--- src/rtl/timer_display.sv ---
// Display stage for the countdown timer: converts t to BCD with a sequential
// double-dabble engine and drives three active-low seven-segment displays.
module timer_display #(
    parameter int unsigned BLINK_HALF = 25_000_000
) (
    input  logic        clk,
    input  logic        rst,
    input  logic [7:0]  t,
    input  logic        done,
    output logic [11:0] bcd,
    output logic        busy,
    output logic [6:0]  seg_hund,
    output logic [6:0]  seg_tens,
    output logic [6:0]  seg_ones
);

    // state | meaning
    // IDLE  | wait for a new t (or the first conversion after reset)
    // LOAD  | capture t, clear accumulator and shift counter
    // SHIFT | one add-3 / shift-left step per cycle, 8 steps
    // LATCH | publish the accumulator as the new BCD value
    typedef enum logic [1:0] {IDLE, LOAD, SHIFT, LATCH} state_t;

    localparam logic [6:0]  SEG_BLANK = 7'h7F;
    localparam logic [31:0] BLINK_TC  = 32'(BLINK_HALF - 1);

    state_t      state_q, state_d;
    logic        init_q, init_d;
    logic [7:0]  t_prev_q, t_prev_d;
    logic [7:0]  sh_q, sh_d;
    logic [11:0] acc_q, acc_d, acc_adj;
    logic [3:0]  cnt_q, cnt_d;
    logic [11:0] bcd_q, bcd_d;
    logic        valid_q, valid_d;
    logic        busy_q, busy_d;
    logic [31:0] blink_q, blink_d;
    logic        phase_q, phase_d;
    logic [6:0]  seg_hund_q, seg_hund_d;
    logic [6:0]  seg_tens_q, seg_tens_d;
    logic [6:0]  seg_ones_q, seg_ones_d;

    function automatic logic [6:0] seg_decode(input logic [3:0] d);
        logic [6:0] s;
        case (d)
            4'd0:    s = 7'h40;
            4'd1:    s = 7'h79;
            4'd2:    s = 7'h24;
            4'd3:    s = 7'h30;
            4'd4:    s = 7'h19;
            4'd5:    s = 7'h12;
            4'd6:    s = 7'h02;
            4'd7:    s = 7'h78;
            4'd8:    s = 7'h00;
            4'd9:    s = 7'h10;
            default: s = SEG_BLANK;
        endcase
        return s;
    endfunction

    always_comb begin
        state_d  = state_q;
        init_d   = init_q;
        t_prev_d = t_prev_q;
        sh_d     = sh_q;
        acc_d    = acc_q;
        cnt_d    = cnt_q;
        bcd_d    = bcd_q;
        valid_d  = valid_q;
        acc_adj  = acc_q;
        for (int i = 0; i < 3; i++) begin
            if (acc_q[4*i +: 4] >= 4'd5)
                acc_adj[4*i +: 4] = acc_q[4*i +: 4] + 4'd3;
        end

        case (state_q)
            IDLE: begin
                if (init_q || (t != t_prev_q))
                    state_d = LOAD;
            end
            LOAD: begin
                sh_d     = t;
                t_prev_d = t;
                acc_d    = '0;
                cnt_d    = '0;
                init_d   = 1'b0;
                state_d  = SHIFT;
            end
            SHIFT: begin
                {acc_d, sh_d} = {acc_adj[10:0], sh_q, 1'b0};
                cnt_d = cnt_q + 4'd1;
                if (cnt_q == 4'd7)
                    state_d = LATCH;
            end
            LATCH: begin
                bcd_d   = acc_q;
                valid_d = 1'b1;
                state_d = IDLE;
            end
            default: state_d = IDLE;
        endcase

        busy_d = (state_d != IDLE);
    end

    always_comb begin
        blink_d = '0;
        phase_d = 1'b0;
        if (done) begin
            if (blink_q == BLINK_TC) begin
                blink_d = '0;
                phase_d = ~phase_q;
            end else begin
                blink_d = blink_q + 32'd1;
                phase_d = phase_q;
            end
        end
    end

    // Segments are computed from next-state values so they move on the same edge as bcd.
    always_comb begin
        seg_hund_d = SEG_BLANK;
        seg_tens_d = SEG_BLANK;
        seg_ones_d = SEG_BLANK;
        if (valid_d && !phase_d) begin
            seg_ones_d = seg_decode(bcd_d[3:0]);
            if (bcd_d[11:8] != 4'd0)
                seg_hund_d = seg_decode(bcd_d[11:8]);
            if ((bcd_d[11:8] != 4'd0) || (bcd_d[7:4] != 4'd0))
                seg_tens_d = seg_decode(bcd_d[7:4]);
        end
    end

    always_ff @(posedge clk or negedge rst) begin
        if (!rst) begin
            state_q    <= IDLE;
            init_q     <= 1'b1;
            t_prev_q   <= '0;
            sh_q       <= '0;
            acc_q      <= '0;
            cnt_q      <= '0;
            bcd_q      <= '0;
            valid_q    <= 1'b0;
            busy_q     <= 1'b0;
            blink_q    <= '0;
            phase_q    <= 1'b0;
            seg_hund_q <= SEG_BLANK;
            seg_tens_q <= SEG_BLANK;
            seg_ones_q <= SEG_BLANK;
        end else begin
            state_q    <= state_d;
            init_q     <= init_d;
            t_prev_q   <= t_prev_d;
            sh_q       <= sh_d;
            acc_q      <= acc_d;
            cnt_q      <= cnt_d;
            bcd_q      <= bcd_d;
            valid_q    <= valid_d;
            busy_q     <= busy_d;
            blink_q    <= blink_d;
            phase_q    <= phase_d;
            seg_hund_q <= seg_hund_d;
            seg_tens_q <= seg_tens_d;
            seg_ones_q <= seg_ones_d;
        end
    end

    assign bcd      = bcd_q;
    assign busy     = busy_q;
    assign seg_hund = seg_hund_q;
    assign seg_tens = seg_tens_q;
    assign seg_ones = seg_ones_q;

endmodule
--- config.mk ---
export PLATFORM = sky130hd
export DESIGN_NAME = timer_display
export DESIGN_NICKNAME = d
export VERILOG_FILES = /design/src/rtl/timer_display.sv
export SDC_FILE = /design/constraint.sdc
export NUM_CORES = 1
export LEC_CHECK = 0
export CAP_MARGIN = 40
export CORE_AREA = 2 2 100 102
export CTS_BUF_LIST = sky130_fd_sc_hd__clkbuf_4 sky130_fd_sc_hd__clkbuf_8
export CTS_CLUSTER_DIAMETER = 150
export DETAILED_ROUTE_END_ITERATION = 16
export DIE_AREA = 0 0 102 104
export GPL_ROUTABILITY_DRIVEN = 0
export PLACE_DENSITY = 0.75
export SYNTH_ARGS = -nofsm -noshare
export SYNTH_HDL_FRONTEND = slang
export SYNTH_SLANG_ARGS = --single-unit
--- constraint.sdc ---
create_clock -name clk -period 7.4 [get_ports clk]
set_clock_uncertainty 0.2 [all_clocks]
set_input_delay 2.22 -clock clk [delete_from_list [all_inputs] [get_ports clk]]
set_output_delay 2.22 -clock clk [all_outputs]
set_load 0.02 [all_outputs]
# After elaboration in Yosys (flattened, before gate mapping)
# Memories as Yosys holds them, arrays and structs flattened.
# Cells that the tools add are included.
# totals
regBits	103
rom_bits	336
out_inout_bits	34
wordCells	61
n_memories	3
# mem_list
memory	depth	word_bits	read_ports	rd_clocked_by_memory_dff	write_ports	line	rtl
(name not given)	16	7	1	0	0	44	case (d)
(name not given)	16	7	1	0	0	44	
(name not given)	16	7	1	0	0	44	
# classes
addsub	5
n_lt_le_gt_ge	3
n_eq_ne	6
mux	20
bitwise	1
reduce_logical	9
# ops
op	n
$mux W32	2
$mux W7	5
$add A32 B1 Y32 const B	1
$eq A32 B25 Y1 const B	1
$pmux W12 S2	1
$pmux W8 S2	1
$ge A4 B3 Y1 const B	3
$mux W12	1
$add A4 B2 Y4 const B	2
$mux W4	2
$ne A8 B8 Y1	1
$pmux W2 S4	1
$pmux W4 S2	1
$reduce_bool A4 Y1	2
$add A4 B1 Y4 const B	1
$eq A2 B2 Y1 const B	2
$eq A4 B3 Y1 const B	1
$mux W2	2
$reduce_bool A2 Y1	2
$add A3 B2 Y3 const B	1
$mux W1	3
$mux W3	1
$eq A2 B1 Y1 const B	1
$logic_not A2 Y1	1
other kinds (4)	5

# Longest topological paths before layout
# depth
word_depth	6
depth_mapped	10
mapped_depth_nobuf	8

# Worst setup path after synthesis
# OpenSTA, ideal clock, no wires.
# synth_timing
path_type	input-to-reg
startpoint	input t[1]
endpoint	register busy_q, in the netlist busy
t_arrival_ps	3225
slack_ps	3848
path_stages	5
path_buffers	0
cell_sequence	xor2_1 > or3_1 > o31ai_1 > o21ai_0 > or2_2
# synth_between
elab_chain_len	5
# synth_lines
item	line	rtl
start, declared	8	input logic [7:0] t,
$ne A8 B8 Y1	77	if (init_q || (t != t_prev_q))
$logic_or A1 B1 Y1	77	
$mux W2	77	
$pmux W2 S4	75	case (state_q)
net state_d[0]	27	state_t state_q, state_d;
$reduce_bool A2 Y1	102	busy_d = (state_d != IDLE);
net busy_d	35	logic busy_q, busy_d;
end signal, assigned	158	busy_q <= busy_d;
end, declared	35	
# The timed path passes the listed nets, and every way through them passes these cells.
# A chain may end at the register's enable or synchronous reset.

# Final worst setup path
# layout_timing
startpoint	register seg_hund_q[4], in the netlist seg_hund[4]
endpoint	output seg_hund[4]
# layout_rtl
item	line	rtl
start, declared	38	logic [6:0] seg_hund_q, seg_hund_d;
start signal, assigned	161	seg_hund_q <= seg_hund_d;
end, declared	12	output logic [6:0] seg_hund,
# No word-level cell between the ends.

==> metrics <==
Root Buffer clkbuf_8; CP top delay family buffers and inverters; total wire length 9810 um; Pwr Total 1670 uW; hold buffers post-CTS 0; Setup crit start kind register; worst path buffer plus inverter count 1; net count after synthesis 541; Setup crit end kind primary output; period utilization 53.1%; crit path DAT 1510 ps; Cell Area, Synth 5110 sq um; Clock power frac 24.4%; top sig layer met4; CP max-delay cell clkdlybuf4s50_1; die height 104 um; ant diodes 0; routed vias 3,738; Layout area overhead 16.4%; Die X 102 um; Avg WL per Cell 14.2 um; Pre-antenna DRT Iters 5; sequential cell fraction of total power 43.0%; Slew HR 47.9%; EDFF count, synth 0; hold slack 254 ps; hold path depth 2; Die Footprint 10,600 sq um; RSZ-0062 raised after global routing no; Placement Setup Slack 3290 ps; Setup Buffers After CTS 0; Core Box Area 9550 sq um; Skew-Pair Late Insertion Delay 380 ps; Hold Vio Cnt, Final 0; P_sw 565 uW; FP Rows 36; leading cell type in the layout, fill and taps excluded dfrtp_1; worst-margin pin slew 759 ps; cts repair resizes 0; met1 wire length 4440 um; grt ovf 0; slowest stage delay, CP 600 ps; clock sink count 103; Setup CP Type reg2out; final core utilization 62.3%; Clock Pin Slew Worst Setup and Hold Paths 90 ps; R2R setup slack 4400 ps; Final nets 587; cell leakage power 0.00261 uW; Main synth FF type dfrtp_1; Period minus WS final 3930 ps; initial antenna violation count 0; first-pass GRT wire length 17,100 um; DPL Wire Length 7040 um; fillcell total 793; # DRC 0; Switching Fraction 33.9%; Netlist cell types 47; largest net degree at the start of global routing 42; Iteration-0 DRC Markers 183; worst r2r dst blink_q[25]; Worst VDD drop 0.172 mV; GRT Util Overall 20.0%; most frequent cells in the layout dfrtp_1, nor2_1, clkdlybuf4s50_1; HP Start valid_q; Synth Register Bits 103; asr flop ratio synth 100%; CP Max Fanout 1; cells along the critical path clkdlybuf4s50_1; CP Data Required Time 4980 ps; Fmax 0.255 GHz; Port Buf Inserts 44; Max Cap Viol 0; hold path endpoint valid_q; CTS H-tree lvls 3; RR Startpoint blink_q[6]; CTS Buf Count 9; initial core utilization 53.5%; Int Power 1100 uW; Syn Inst Count 505; number of routed nets with antenna violations 0; Yosys warnings 0; Gate power share 32.6%; average size of a mapped cell 10.1 sq um; Slew Viols, Final 0; CTS tree yes; Hold Path Class reg2reg; WL met2 4890 um; PwrDens 280 nW/um^2; via/cell ratio 5.43; final worst slack 3470 ps; Top Ports 45; post-synthesis sequential area ratio 51.0%; Final setup violation count 0; R2R cell count 6; Setup TNS 0 ps; CP Launch Point seg_hund[4]; Clock Path Buffers 2; routed wl met3 348 um; status completed; vias in the first global route 3,762; share of cells above drive strength 1 11.0%
area by class of cell:
type,count,area (sq um),share of cell area (%)
clock inverters,3,67.6,1.14
inverters,36,135,2.27
repair buffers,50,507,8.52
flip-flops and latches,103,2610,43.8
clock buffers,13,166,2.80
multi-input cells,351,2300,38.7
well taps,133,166,2.80
through the flow:
stage | instances | area, sq um
CTS | 689 | 5950
floorplan | 505 | 5110
global placement | 670 | 5670
detailed placement | 673 | 5710
global route | 689 | 5950
finish | 689 | 5950
cells in the mapped netlist (3+ instances only):
| master | count | area (sq um) |
|---|---|---|
| ha_1 | 25 | 313 |
| o211ai_1 | 4 | 30.0 |
| and3_1 | 4 | 25.0 |
| mux2_2 | 12 | 135 |
| dfrtp_1 | 81 | 2030 |
| inv_1 | 36 | 135 |
| nand3_1 | 27 | 135 |
| nand4_1 | 15 | 93.8 |
| nor4_1 | 3 | 18.8 |
| nand2b_1 | 4 | 25.0 |
| nand2_1 | 33 | 124 |
| buf_4 | 3 | 22.5 |
| o22ai_1 | 9 | 56.3 |
| nor3_1 | 14 | 70.1 |
| mux2i_1 | 17 | 170 |
| dfstp_2 | 22 | 578 |
| o21ai_0 | 18 | 90.1 |
| clkbuf_1 | 8 | 30.0 |
| xor2_1 | 21 | 184 |
| a21oi_1 | 24 | 120 |
| nor2_1 | 62 | 233 |
| a31oi_1 | 5 | 31.3 |
| xnor2_1 | 23 | 201 |
| o21ai_1 | 3 | 15.0 |
flip-flops by register name, indices dropped and copies added (netlist names):
| register | count |
|---|---|
| seg_ones | 7 |
| seg_hund | 7 |
| t_prev_q | 8 |
| sh_q | 8 |
| busy | 1 |
| seg_tens | 7 |
| cnt_q | 4 |
| acc_q | 12 |
| phase_q | 1 |
| bcd | 12 |
| state_q | 2 |
| valid_q | 1 |
| init_q | 1 |
| blink_q | 32 |
power by group through the flow:
| stage | Combinational [uW] | Clock [uW] | Sequential, uW |
|---|---|---|---|
| finish | 543 | 407 | 716 |
| global route | 601 | 438 | 726 |
| global placement | 515 | 0 | 720 |
| CTS | 543 | 413 | 716 |
| floorplan | 368 | 0 | 740 |
| detailed placement | 540 | 0 | 726 |
how the worst max path moves through the flow:
stage,endpoint,depth (start not counted),slack [ps]
finish,seg_hund[4],1,3470
global route,seg_hund[4],1,3430
CTS,seg_hund[4],1,3460
detailed placement,busy,6,3290
global placement,seg_hund[6],4,2900
floorplan,busy,5,3850
cells by family (layout without fill, tap and decap cells):
group,after synthesis,in the layout,synth area share (%)
flops,103,103,51.0
mux,29,29,5.98
simple gates,175,175,16.1
buf+inv,51,102,4.02
xor+xnor,44,44,7.54
fa+ha+maj,25,25,6.12
compound gates,78,78,9.28
worst reg2reg max path: stages (launching register included):
cell and delay, ps:
dfrtp_1 420, or4_1 520, or4_1 590, nor3_1 300, nand2b_1 560, buf_8 240, nor2_1 60
routing by layer:
metal	vias up	track usage, %
li1	1825	-
met3	14	4.37
met2	70	33.2
met4	0	6.10
met5	-	0
met1	1829	26.0
Note: power is estimated with default switching activity, not from simulation.
